`src/rtl/accel_ramp_pkg.sv`:
```
// Shared types and arithmetic helpers for the accel_ramp velocity-profile generator.
package accel_ramp_pkg;

    localparam int VEL_W = 32;
    localparam int DUR_W = 32;

    typedef enum logic {
        S_IDLE = 1'b0,
        S_RUN  = 1'b1
    } ramp_state_e;

    typedef struct packed {
        logic [VEL_W-1:0] accel;
        logic [DUR_W-1:0] duration;
        logic             set_vel;
        logic [VEL_W-1:0] velocity;
    } ramp_cmd_t;

    // Limits a 33-bit signed sum to [-vmax, +vmax].
    function automatic logic [VEL_W-1:0] sat_vel(input logic signed [VEL_W:0] sum,
                                                 input logic [VEL_W-1:0] vmax);
        logic signed [VEL_W:0] pos_lim;
        logic signed [VEL_W:0] neg_lim;
        logic [VEL_W:0]        res;
        pos_lim = $signed({1'b0, vmax});
        neg_lim = -pos_lim;
        if (sum > pos_lim) begin
            res = pos_lim;
        end else if (sum < neg_lim) begin
            res = neg_lim;
        end else begin
            res = sum;
        end
        return res[VEL_W-1:0];
    endfunction

endpackage

```
`src/rtl/accel_ramp_cmd_buf.sv`:
```
// One-entry holding register for motion-segment commands; ready means the entry is empty.
module ramp_cmd_buf
    import accel_ramp_pkg::*;
(
    input  logic             clk,
    input  logic             reset,
    input  logic             flush,
    input  logic             in_valid,
    output logic             in_ready,
    input  logic [VEL_W-1:0] in_accel,
    input  logic [DUR_W-1:0] in_duration,
    input  logic             in_set_vel,
    input  logic [VEL_W-1:0] in_velocity,
    input  logic             pop,
    output logic             full,
    output logic [VEL_W-1:0] out_accel,
    output logic [DUR_W-1:0] out_duration,
    output logic             out_set_vel,
    output logic [VEL_W-1:0] out_velocity
);

    logic      full_q, full_d;
    ramp_cmd_t entry_q, entry_d;

    // Accept only into an empty entry, so a pop and a push never share an edge.
    always_comb begin
        full_d  = full_q;
        entry_d = entry_q;
        if (flush) begin
            full_d  = 1'b0;
            entry_d = '0;
        end else if (in_valid && !full_q) begin
            full_d  = 1'b1;
            entry_d = '{accel: in_accel, duration: in_duration,
                        set_vel: in_set_vel, velocity: in_velocity};
        end else if (pop) begin
            full_d = 1'b0;
        end
    end

    always_ff @(posedge clk) begin
        if (reset) begin
            full_q  <= 1'b0;
            entry_q <= '0;
        end else begin
            full_q  <= full_d;
            entry_q <= entry_d;
        end
    end

    assign in_ready     = !full_q;
    assign full         = full_q;
    assign out_accel    = entry_q.accel;
    assign out_duration = entry_q.duration;
    assign out_set_vel  = entry_q.set_vel;
    assign out_velocity = entry_q.velocity;

endmodule

```
`src/rtl/accel_ramp.sv`:
```
// Velocity-profile generator: runs queued accel segments, one velocity update per TICK_DIV clocks.
// Define ACCEL_RAMP_CLAMP_EN to saturate velocity at +/-VMAX instead of wrapping.
module accel_ramp
    import accel_ramp_pkg::*;
#(
    parameter int          TICK_DIV = 50,
    parameter logic [31:0] VMAX     = 32'h3FFF_FFFF
) (
    input  logic        clk,
    input  logic        reset,
    input  logic        cmd_valid,
    output logic        cmd_ready,
    input  logic [31:0] cmd_accel,
    input  logic [31:0] cmd_duration,
    input  logic        cmd_set_vel,
    input  logic [31:0] cmd_velocity,
    input  logic        abort,
    output logic [31:0] velocity,
    output logic        busy,
    output logic        seg_done,
    output logic        underrun
);

    localparam int           TW        = $clog2(TICK_DIV);
    localparam logic [TW-1:0] TICK_LAST = TW'(TICK_DIV - 1);

    ramp_state_e      state_q, state_d;
    logic [TW-1:0]    tick_q, tick_d;
    logic [DUR_W-1:0] remaining_q, remaining_d;
    logic [VEL_W-1:0] accel_q, accel_d;
    logic [VEL_W-1:0] velocity_q, velocity_d;
    logic             underrun_q, underrun_d;
    logic             seg_done_q, seg_done_d;

    logic             buf_full, buf_pop;
    logic [VEL_W-1:0] buf_accel, buf_velocity;
    logic [DUR_W-1:0] buf_duration;
    logic             buf_set_vel;

    logic [VEL_W:0]   vel_sum;
    logic [VEL_W-1:0] vel_next;
    logic             load;
    logic [VEL_W-1:0] load_base;
    logic [VEL_W-1:0] load_vel;

    ramp_cmd_buf u_buf (
        .clk          (clk),
        .reset        (reset),
        .flush        (abort),
        .in_valid     (cmd_valid),
        .in_ready     (cmd_ready),
        .in_accel     (cmd_accel),
        .in_duration  (cmd_duration),
        .in_set_vel   (cmd_set_vel),
        .in_velocity  (cmd_velocity),
        .pop          (buf_pop),
        .full         (buf_full),
        .out_accel    (buf_accel),
        .out_duration (buf_duration),
        .out_set_vel  (buf_set_vel),
        .out_velocity (buf_velocity)
    );

    assign vel_sum = {velocity_q[VEL_W-1], velocity_q} + {accel_q[VEL_W-1], accel_q};

`ifdef ACCEL_RAMP_CLAMP_EN
    assign vel_next = sat_vel($signed(vel_sum), VMAX);
`else
    logic unused_bits;
    assign unused_bits = vel_sum[VEL_W] ^ (^VMAX);
    assign vel_next    = vel_sum[VEL_W-1:0];
`endif

    always_comb begin
        state_d     = state_q;
        tick_d      = tick_q;
        remaining_d = remaining_q;
        accel_d     = accel_q;
        velocity_d  = velocity_q;
        underrun_d  = underrun_q;
        seg_done_d  = 1'b0;
        buf_pop     = 1'b0;
        load        = 1'b0;
        load_base   = velocity_q;
        load_vel    = velocity_q;
        if (abort) begin
            state_d     = S_IDLE;
            tick_d      = '0;
            remaining_d = '0;
            accel_d     = '0;
            velocity_d  = '0;
            underrun_d  = 1'b0;
        end else begin
            case (state_q)
                S_IDLE: load = buf_full;
                S_RUN: begin
                    if (tick_q == TICK_LAST) begin
                        tick_d      = '0;
                        velocity_d  = vel_next;
                        remaining_d = remaining_q - 1'b1;
                        if (remaining_q == DUR_W'(1)) begin
                            seg_done_d = 1'b1;
                            if (buf_full) begin
                                load      = 1'b1;
                                load_base = vel_next;
                            end else begin
                                state_d = S_IDLE;
                                if (vel_next != '0) underrun_d = 1'b1;
                            end
                        end
                    end else begin
                        tick_d = tick_q + 1'b1;
                    end
                end
                default: state_d = S_IDLE;
            endcase
            // A freshly loaded segment overrides the ending one; zero duration finishes at once.
            if (load) begin
                buf_pop     = 1'b1;
                tick_d      = '0;
                accel_d     = buf_accel;
                remaining_d = buf_duration;
                load_vel    = buf_set_vel ? buf_velocity : load_base;
                velocity_d  = load_vel;
                if (buf_duration == '0) begin
                    seg_done_d = 1'b1;
                    state_d    = S_IDLE;
                    if (load_vel != '0) underrun_d = 1'b1;
                end else begin
                    state_d = S_RUN;
                end
            end
        end
    end

    always_ff @(posedge clk) begin
        if (reset) begin
            state_q     <= S_IDLE;
            tick_q      <= '0;
            remaining_q <= '0;
            accel_q     <= '0;
            velocity_q  <= '0;
            underrun_q  <= 1'b0;
            seg_done_q  <= 1'b0;
        end else begin
            state_q     <= state_d;
            tick_q      <= tick_d;
            remaining_q <= remaining_d;
            accel_q     <= accel_d;
            velocity_q  <= velocity_d;
            underrun_q  <= underrun_d;
            seg_done_q  <= seg_done_d;
        end
    end

    assign velocity = velocity_q;
    assign busy     = (state_q == S_RUN) || buf_full;
    assign seg_done = seg_done_q;
    assign underrun = underrun_q;

endmodule

```
`config.mk`:
```
export PLATFORM = sky130hd
export DESIGN_NAME = accel_ramp
export DESIGN_NICKNAME = d
export VERILOG_FILES = /design/src/rtl/accel_ramp_pkg.sv /design/src/rtl/accel_ramp_cmd_buf.sv /design/src/rtl/accel_ramp.sv
export SDC_FILE = /design/constraint.sdc
export NUM_CORES = 1
export LEC_CHECK = 0
export ABC_AREA = 0
export CAP_MARGIN = 10
export CORE_MARGIN = 4
export CORE_UTILIZATION = 31
export DETAILED_ROUTE_END_ITERATION = 10
export PLACE_DENSITY = 0.46
export SETUP_SLACK_MARGIN = 0.02
export SLEW_MARGIN = 20
export SYNTH_ARGS = -nofsm -noshare
export SYNTH_HDL_FRONTEND = slang
export SYNTH_SLANG_ARGS = --single-unit
```
`constraint.sdc`:
```
create_clock -name clk -period 4.2 [get_ports clk]
set_input_delay 0.42 -clock clk [delete_from_list [all_inputs] [get_ports clk]]
set_output_delay 0.42 -clock clk [all_outputs]
set_load 0.01 [all_outputs]
```
==> run metrics, run 1 <==
routed vias/inst 5.33; commonest cells after routing, fill and taps aside nand2_1, a21oi_1, dfxtp_1, clkdlybuf4s50_1, nor2_1; asr flop ratio synth 0%; reg2reg setup slack around 0.33 ns; register area around 4100 µm²; Initial DRT Pass Iterations 5; n_diodes 0; Crit Path Category reg2reg; cell area after synthesis 10900 µm²; Detailed Route WL 39500 µm; reg2reg path depth 12; PD cells approximately 340 nW/µm²; Reg2Reg Launch Point velocity[1]$_SDFFE_PP0P_; main area contributors after synthesis dfxtp_1, nand2_1, a21oi_1, nor2_1, ha_1; vias approximately 11000; headroom to the max-slew limit 33.6%; post-synthesis net count 1649; Final period util roughly 92%; metal3 WL 2070 µm; Detailed Route Iter0 Violations between 800 and 900; endpoints failing setup 0; CP Data Arrival Time between 4 and 5 ns; DP Cell Count 2029; Avg Inst Size Synth roughly 7.2 µm²; largest net degree at the start of global routing a little over 80; chip width between 150 and 200 µm; GRT overflow 0; most common cell after layout, fill and taps aside nand2_1; TritonCTS clock tree yes; Critical Path End Type register; final antenna-violating net count 0; highest routed layer met4; Worst Path Required 4.61 ns; clk slew on worst S/H paths roughly 0.06 ns; Slew Limit Fails 0; worst skew pair latency ~0.53 ns; Yosys reg bits 203; H-tree depth 1; fmax between 200 and 300 MHz; Min-Delay Startpoint cmd_accel[4]; first-pass GRT wire length around 60000 µm; vias in the first global route 10400; Cell Count, Final, Fillers Out ~2100; Min-Delay Endpoint u_buf.out_accel[4]$_SDFFE_PP0P_; Hold Crit Depth 3; Final Hold Viols 0; met2 WL between 15000 and 20000 µm; clock skew between 0.02 and 0.025 ns; hold buffer count at cts 0; RSZ-0062 raised after global routing no; Num CTS Buffers 25; leading area contributor after synthesis dfxtp_1; Worst Hold Class in2reg; Syn-to-layout area delta 23.4%; footprint of the multi-input gates around 6500 µm²; VDD IR max about 240 µV; core footprint roughly 35000 µm²; share of post-route cells with drive strength above 1 under 10%; Synth warnings 0; Die Ht roughly 200 µm; Distinct cells, synth a little over 70; # IOs approximately 140; GRT Util Overall a little under 20%; antenna violations before repair 0; Port-buffer cells around 140; FP Rows just under 70; Die ar. between 30000 and 40000 µm²; CP Max Fanout 6; Lkg Pwr 4.94 nW; Initial Util 31.5%; Max-Cap Viols 0; sequential share of the synthesized area 37.2%; status complete, no violations; GPL Wtd Cong 0.903; CP startpoint kind register; Clock Sinks around 200; post-synth top area share between 30 and 40%; r2r endpoint underrun$_SDFF_PP0_; Root Driver clkbuf_16; setup total negative slack 0 ns; Detail Placement HPWL around 28000 µm; CTS max path bufs 3; Post-synth EDFFs 0; DR WL/cell 19.1 µm; Main synth FF type dfxtp_1; Gate Count Post-Synth 1512; measured slew at the worst slew-check pin approximately 1 ns; # DRC 0; Final #Nets around 1700; M1 WL between 20000 and 25000 µm; Final min period 3.87 ns; FILL cells approximately 3700
## registers in the layout, indices dropped and copies added (netlist names)
| signal | flops |
|---|---|
| u_buf.out_accel | 32 |
| u_buf.out_set_vel | 1 |
| u_buf.out_duration | 32 |
| remaining_q | 32 |
| underrun | 1 |
| seg_done | 1 |
| tick_q | 6 |
| u_buf.full | 1 |
| accel_q | 32 |
| state_q | 1 |
| velocity | 32 |
| u_buf.out_velocity | 32 |
## cell usage after synthesis, types with 8 or more instances
master / count
clkbuf_1: 92
xnor2_1: 19
o31ai_1: 12
a22oi_1: 22
nand3_1: 19
o211ai_1: 13
nor4_1: 27
nor2_1: 128
a211oi_1: 21
a21oi_1: 241
dfxtp_1: 203
o21a_1: 8
ha_1: 35
nand4_1: 17
xor2_1: 18
or4_1: 8
nor3_1: 27
o21ai_0: 78
buf_1: 8
nand2_1: 367
inv_1: 14
o22ai_1: 15
a221oi_1: 14
## per-layer routing
layer | GRT usage, % | up-vias
met1 | 31.7 | 5169
met2 | 27.6 | 305
met3 | 2.68 | 51
met4 | 3.96 | 0
li1 | - | 5518
met5 | 0 | -
## cell families (layout without fill, tap and decap cells)
| group | count (synthesis) | count (layout) | synth area share [%] |
|---|---|---|---|
| XOR/XNOR | 37 | 37 | 2.96 |
| buffers and inverters | 119 | 222 | 4.13 |
| adder cells (fa/ha/maj) | 36 | 36 | 4.19 |
| AND/OR/NAND/NOR | 644 | 644 | 26.0 |
| multiplexers | 6 | 6 | 0.549 |
| AO/OA/AOI/OAI | 467 | 467 | 25.0 |
| flip-flops | 203 | 203 | 37.2 |
## critical path, stage by stage, from the launching register on
cell	delay [ns]
dfxtp_1	0.46
ha_1	0.30
a211oi_2	0.31
o211ai_1	0.20
a22oi_2	0.30
a21oi_1	0.12
or3b_1	0.43
a21oi_2	0.20
a22o_1	0.17
xor2_1	0.22
or4b_2	0.64
o31ai_1	0.28
nand3_1	0.11
## worst max path at each step
stage,from,endpoint,slack (ns),cells after the start
final,velocity[1]$_SDFFE_PP0P_,underrun$_SDFF_PP0_,0.33,12
after global routing,velocity[1]$_SDFFE_PP0P_,underrun$_SDFF_PP0_,0.07,12
after CTS,velocity[1]$_SDFFE_PP0P_,underrun$_SDFF_PP0_,0.22,12
after detailed placement,velocity[1]$_SDFFE_PP0P_,underrun$_SDFF_PP0_,0.24,12
after global placement,velocity[1]$_SDFFE_PP0P_,underrun$_SDFF_PP0_,0.37,12
after floorplan,velocity[5]$_SDFFE_PP0P_,underrun$_SDFF_PP0_,0.79,13
## metrics by stage
stage	hold slack, ns	cell area, µm²	power [mW]	worst slack, ns	util, %
3_3_place_gp	0.441	12800	2.62	0.369	36.8
4_1_cts	0.416	13500	4.64	0.224	38.9
2_1_floorplan	0.432	10900	2.38	0.790	-
5_1_grt	0.440	13500	4.79	0.0727	38.9
6_report	0.429	13500	4.58	0.331	38.9
3_5_place_dp	0.442	12800	2.62	0.241	36.8
## layout make-up
type | count | area share (%)
clock inverter | 5 | 0.371
inverter | 15 | 0.417
tap | 455 | 4.22
clock buffer | 36 | 5.01
sequential | 203 | 30.1
multi-input combinational | 1190 | 47.9
timing repair buffer | 166 | 11.9
## power by group
part | total, mW | internal (mW) | switching [mW]
clock network | 2.00 | 1.17 | 0.830
registers | 2.02 | 1.97 | 0.0480
logic | 0.563 | 0.235 | 0.328
total | 4.58 | 3.37 | 1.21
## timing repair
action	in CTS	in global routing
setup buffers	0	0
endpoints found under the setup margin	0	1
resized for setup	0	2
Note: power is estimated with default switching activity, not from simulation.
==> inputs of run 2 (changes only) <==
- SETUP_SLACK_MARGIN: 0.02 -> default
==> run 2 against run 1 <==
  * Clock power about the same
  * Cell area about the same
  * Flip-flop and latch count unchanged
  * Via count about the same
  * Fmax increased by 0.13%
  * Critical path type unchanged
  * Critical endpoint unchanged
  * Largest cell class unchanged
  * Largest power group unchanged
  * Highest routed layer unchanged
==> run metrics, run 2 (synthesized netlist as in run 1, its figures left out) <==
CP Max Fanout 6 (unchanged); measured slew at the worst slew-check pin 0.984 ns (-0.0104 ns); endpoints failing setup 0 (unchanged); Crit Path Category reg2reg; Num CTS Buffers 25 (unchanged); # DRC 0 (unchanged); clock skew 0.0247 ns (+0.00131 ns); Detailed Route WL 39400 µm (about the same); Pwr Total 4.58 mW (about the same); Final #Nets 1738 (unchanged); largest net degree at the start of global routing 83 (unchanged); status complete, no violations; GRT overflow 0 (unchanged); Final period util 92.0% (-0.12 points); TritonCTS clock tree yes; CTS max path bufs 3 (unchanged); H-tree depth 1 (unchanged); final antenna-violating net count 0 (unchanged); footprint of the multi-input gates 6460 µm² (about the same); GRT Util Overall 19.7% (unchanged); Initial DRT Pass Iterations 5 (unchanged); final setup margin 0.336 ns (+0.00514 ns); Die ar. 38300 µm² (unchanged); register area 4060 µm² (unchanged); Lkg Pwr 4.94 nW (about the same); worst skew pair latency 0.53 ns (about the same); commonest cells after routing, fill and taps aside nand2_1, a21oi_1, dfxtp_1, clkdlybuf4s50_1, nor2_1; vias in the first global route 10400 (unchanged); DR WL/cell 19.0 µm (about the same); Initial Util 31.5% (unchanged); most common cell after layout, fill and taps aside nand2_1; share of post-route cells with drive strength above 1 5.39% (-0.062 points); Critical-path top delay cell or4b_2; FILL cells 3703 (-0.027%); Syn-to-layout area delta 23.4% (about the same); vias 11100 (+0.10%); Root Driver clkbuf_16; GPL Wtd Cong 0.903 (unchanged); PD cells 339 nW/µm² (about the same); Worst Hold Class in2reg; Final Hold Viols 0 (unchanged); setup total negative slack 0 ns (unchanged); Clock Sinks 203 (unchanged); Die Ht 196 µm (unchanged); Critical Path End Type register; Final min period 3.86 ns (-0.00514 ns); Port-buffer cells 136 (unchanged); antenna violations before repair 0 (unchanged); headroom to the max-slew limit 34.2% (+0.69 points); # IOs 137 (unchanged); n_diodes 0 (unchanged); CP Data Arrival Time 4.27 ns (about the same); Worst Path Required 4.61 ns (about the same); fmax 259 MHz (+0.13%); RSZ-0062 raised after global routing no; critical path, cell by cell ha_1 > a211oi_2 > o211ai_1 > a22oi_2 > a21oi_1 > or3b_1 > a21oi_2 > a22o_1 > xor2_1 > or4b_2 > o31ai_1 > nand3_1; Detail Placement HPWL 28200 µm (unchanged); slowest stage delay, CP 0.64 ns (about the same); CP startpoint kind register; Max-Cap Viols 0 (unchanged); Slew Limit Fails 0 (unchanged); routed vias/inst 5.34 (about the same); core footprint 34700 µm² (unchanged); first-pass GRT wire length 61400 µm (unchanged); Setup Buffers After CTS 0 (unchanged); VDD IR max 241 µV (-0.20%); clk slew on worst S/H paths 0.06 ns (about the same); chip width 196 µm (unchanged); pre-CTS setup slack 0.241 ns (unchanged); FP Rows 68 (unchanged); Core Util, Final 38.9% (about the same); Detailed Route Iter0 Violations 817 (-2.3%)
==> run 2: layout make-up <==
type	count	share of cell area (%)
multi-input cells	1190	47.9
repair buffers	166	11.9
inverters	15	0.417
clock buffers	36	5.02
clock inverters	5	0.371
flip-flops and latches	203	30.1
well taps	455	4.22
==> run 2: path summary, 6_finish.rpt <==
check	startpoint	endpoint	slack, ns	depth (start not counted)
worst min register to register	u_buf.out_accel[22]$_SDFFE_PP0P_	accel_q[22]$_SDFFE_PP0P_	0.45	2
worst min-delay path	cmd_accel[4]	u_buf.out_accel[4]$_SDFFE_PP0P_	0.43	3
worst max-delay path	velocity[1]$_SDFFE_PP0P_	underrun$_SDFF_PP0_	0.34	12
worst max register to register	velocity[1]$_SDFFE_PP0P_	underrun$_SDFF_PP0_	0.34	12
==> run 2: routing by layer <==
metal  vias to the layer above  routed length, µm  global-route usage (%)
met3                        57               2190                    2.68
met1                      5158              20800                    31.7
li1                       5519                  -                       -
met5                         -                  0                       0
met4                         0                805                    3.96
met2                       320              15600                    27.6
==> run 2: power breakdown <==
| group | switching [mW] | internal [mW] | leakage (nW) |
|---|---|---|---|
| combinational | 0.328 | 0.234 | 2.94 |
| clock | 0.831 | 1.17 | 0.357 |
| sequential | 0.0478 | 1.97 | 1.64 |
==> run 2: timing repair <==
action / CTS / global route
hold buffers: 0 / 0
resized for setup: 0 / 1
endpoints found under the setup margin: 0 / 1
==> run 2: critical path, delay by kind of cell, from the launching register on <==
family / cells / cell delay [ns]
compound gates: 7 / 1.57
flops: 1 / 0.46
fa+ha+maj: 1 / 0.30
xor+xnor: 1 / 0.21
simple gates: 3 / 1.18
==> run 2: through the flow <==
step | instances | hold WS (ns) | cell area (µm²)
after detailed placement | 2029 | 0.442 | 12800
after floorplan | 1512 | 0.432 | 10900
after global placement | 2029 | 0.441 | 12800
after CTS | 2070 | 0.416 | 13500
final | 2070 | 0.430 | 13500
after global routing | 2070 | 0.440 | 13500
==> inputs of run 3 (changes only) <==
- CORE_ASPECT_RATIO: default -> 0.6
==> run 3 against run 2 <==
  * Die area up 0.26%
  * Sequential share of layout area fell by 0.42 points
  * Critical path type unchanged
  * Highest routed layer unchanged
  * Sequential power hardly changed
==> run metrics, run 3 (synthesized netlist as in run 1, its figures left out) <==
DR WL/cell 20.2 µm (+6.3%); chip width 250 µm (+28%); r2r endpoint underrun$_SDFF_PP0_; Lkg Pwr 5.03 nW (+1.8%); status complete, no violations; reg2reg path depth 12 (unchanged); Max-Cap Viols 0 (unchanged); pre-CTS setup slack 0.256 ns (+0.0154 ns); CP Max Fanout 6 (unchanged); Detail Placement HPWL 30500 µm (+8.1%); FILL cells 3629 (-2.0%); Syn-to-layout area delta 25.1%; endpoints failing setup 0 (unchanged); DP Cell Count 2038 (+0.44%); Root Driver clkbuf_16; vias in the first global route 10300 (-0.35%); GPL Wtd Cong 0.937 (+3.7%); clock skew 0.0177 ns (-0.00700 ns); Worst Hold Class in2reg; H-tree depth 1 (unchanged); Cell Count, Final, Fillers Out 2081 (+0.53%); Final Hold Viols 0 (unchanged); Reg2Reg Launch Point velocity[1]$_SDFFE_PP0P_; Detailed Route Iter0 Violations 977 (+20%); worst setup path startpoint velocity[1]$_SDFFE_PP0P_; vias 11300 (+1.8%); first-pass GRT wire length 64500 µm (+5.0%); GRT Util Overall 21.1% (+1.4 points); Num CTS Buffers 24 (-4.0%); Slew Limit Fails 0 (unchanged); VDD IR max 227 µV (-5.9%); Worst Path Required 4.61 ns (about the same); routed vias/inst 5.41 (+1.3%); CP Data Arrival Time 4.30 ns (+0.03 ns); crit path to underrun$_SDFF_PP0_; CP startpoint kind register; # DRC 0 (unchanged); Die ar. 38400 µm² (+0.26%); Crit Path Category reg2reg; Final period util 92.6% (+0.58 points); GRT overflow 0 (unchanged); Die Ht 153 µm (-22%); Initial DRT Pass Iterations 7 (+2); Final #Nets 1742 (+0.23%); measured slew at the worst slew-check pin 1.02 ns (+0.0405 ns); Final min period 3.89 ns (+0.0242 ns); headroom to the max-slew limit 31.5% (-2.7 points); core footprint 34200 µm² (-1.4%); n_diodes 0 (unchanged); hold buffer count at cts 0 (unchanged); FP Rows 52 (-24%); footprint of the multi-input gates 6470 µm² (about the same); # IOs 137 (unchanged); Port-buffer cells 136 (unchanged); PD cells 357 nW/µm² (+5.2%); final setup margin 0.311 ns (-0.0242 ns); most common cell after layout, fill and taps aside nand2_1; RSZ-0062 raised after global routing no; Detailed Route WL 42100 µm (+6.9%); worst skew pair latency 0.54 ns (about the same); final antenna-violating net count 0 (unchanged); Initial Util 32.0% (+0.45 points); share of post-route cells with drive strength above 1 6.29% (+0.90 points); commonest cells after routing, fill and taps aside nand2_1, a21oi_1, dfxtp_1, clkdlybuf4s50_1, nor2_1; antenna violations before repair 1 (+1); register area 4060 µm² (unchanged); largest net degree at the start of global routing 69 (-17%); fmax 257 MHz (-0.62%); setup total negative slack 0 ns (unchanged); clk slew on worst S/H paths 0.06 ns (about the same); Critical Path End Type register; TritonCTS clock tree yes; Clock Sinks 203 (unchanged); CTS max path bufs 3 (unchanged); reg2reg setup slack 0.31 ns (-0.02 ns)
-- run 3: cell types whose count changed in the layout (fill, tap and decap cells not counted), sizes merged --
cell and change:
clkbuf -4, bufinv +3, clkinv -1, buf +5, inv +1, clkinvlp +3
-- run 3: worst min-delay path by stage --
stage                                           from                                  end  cells after the start
floorplan            u_buf.out_accel[0]$_SDFFE_PP0P_              accel_q[0]$_SDFFE_PP0P_                      2
finish                               cmd_duration[8]   u_buf.out_duration[8]$_SDFFE_PP0P_                      3
global route                           cmd_accel[12]     u_buf.out_accel[12]$_SDFFE_PP0P_                      3
global placement    u_buf.out_accel[29]$_SDFFE_PP0P_             accel_q[29]$_SDFFE_PP0P_                      2
CTS                                 cmd_duration[12]  u_buf.out_duration[12]$_SDFFE_PP0P_                      3
detailed placement  u_buf.out_accel[30]$_SDFFE_PP0P_             accel_q[30]$_SDFFE_PP0P_                      2
-- run 3: critical path, cell delays in order, from the launching register on --
cell and delay, ns:
dfxtp_1 0.46, ha_1 0.31, a211oi_2 0.27, o211ai_1 0.19, a22oi_2 0.34, a21oi_1 0.11
or3b_1 0.42, a21oi_2 0.20, a22o_1 0.18, xor2_1 0.27, or4b_2 0.67, o31ai_1 0.26
nand3_1 0.09
-- run 3: power breakdown --
part	internal, mW	total, mW	switching [mW]
registers	1.97	2.02	0.0507
logic	0.237	0.580	0.342
clock network	1.40	2.28	0.881
-- run 3: repair_timing --
item,4_1_cts,5_1_grt
resized for setup,0,2
setup buffers,0,0
endpoints found under the hold margin,0,0
setup endpoints to repair,0,1
-- run 3: area by class of cell --
cell class              instances  area share, %
well taps                     459           4.20
clock inverters                11           1.22
clock buffers                  32           5.06
multi-input cells            1190           47.3
repair buffers                171           12.1
inverters                      15          0.411
flip-flops and latches        203           29.7
-- run 3: layer usage --
layer | GRT usage (%) | routed length [µm]
met5 | 0 | 0
met4 | 3.59 | 639
met3 | 3.72 | 2900
met2 | 26.0 | 14900
met1 | 36.5 | 23600
-- run 3: through the flow --
step | cell area, µm² | power [mW] | hold slack [ns] | utilization [%]
after CTS | 13700 | 4.94 | 0.398 | 40.0
after global routing | 13700 | 5.08 | 0.424 | 40.0
after global placement | 12800 | 2.64 | 0.443 | 37.4
after detailed placement | 12800 | 2.64 | 0.443 | 37.4
final | 13700 | 4.88 | 0.420 | 40.0
after floorplan | 10900 | 2.38 | 0.432 | -
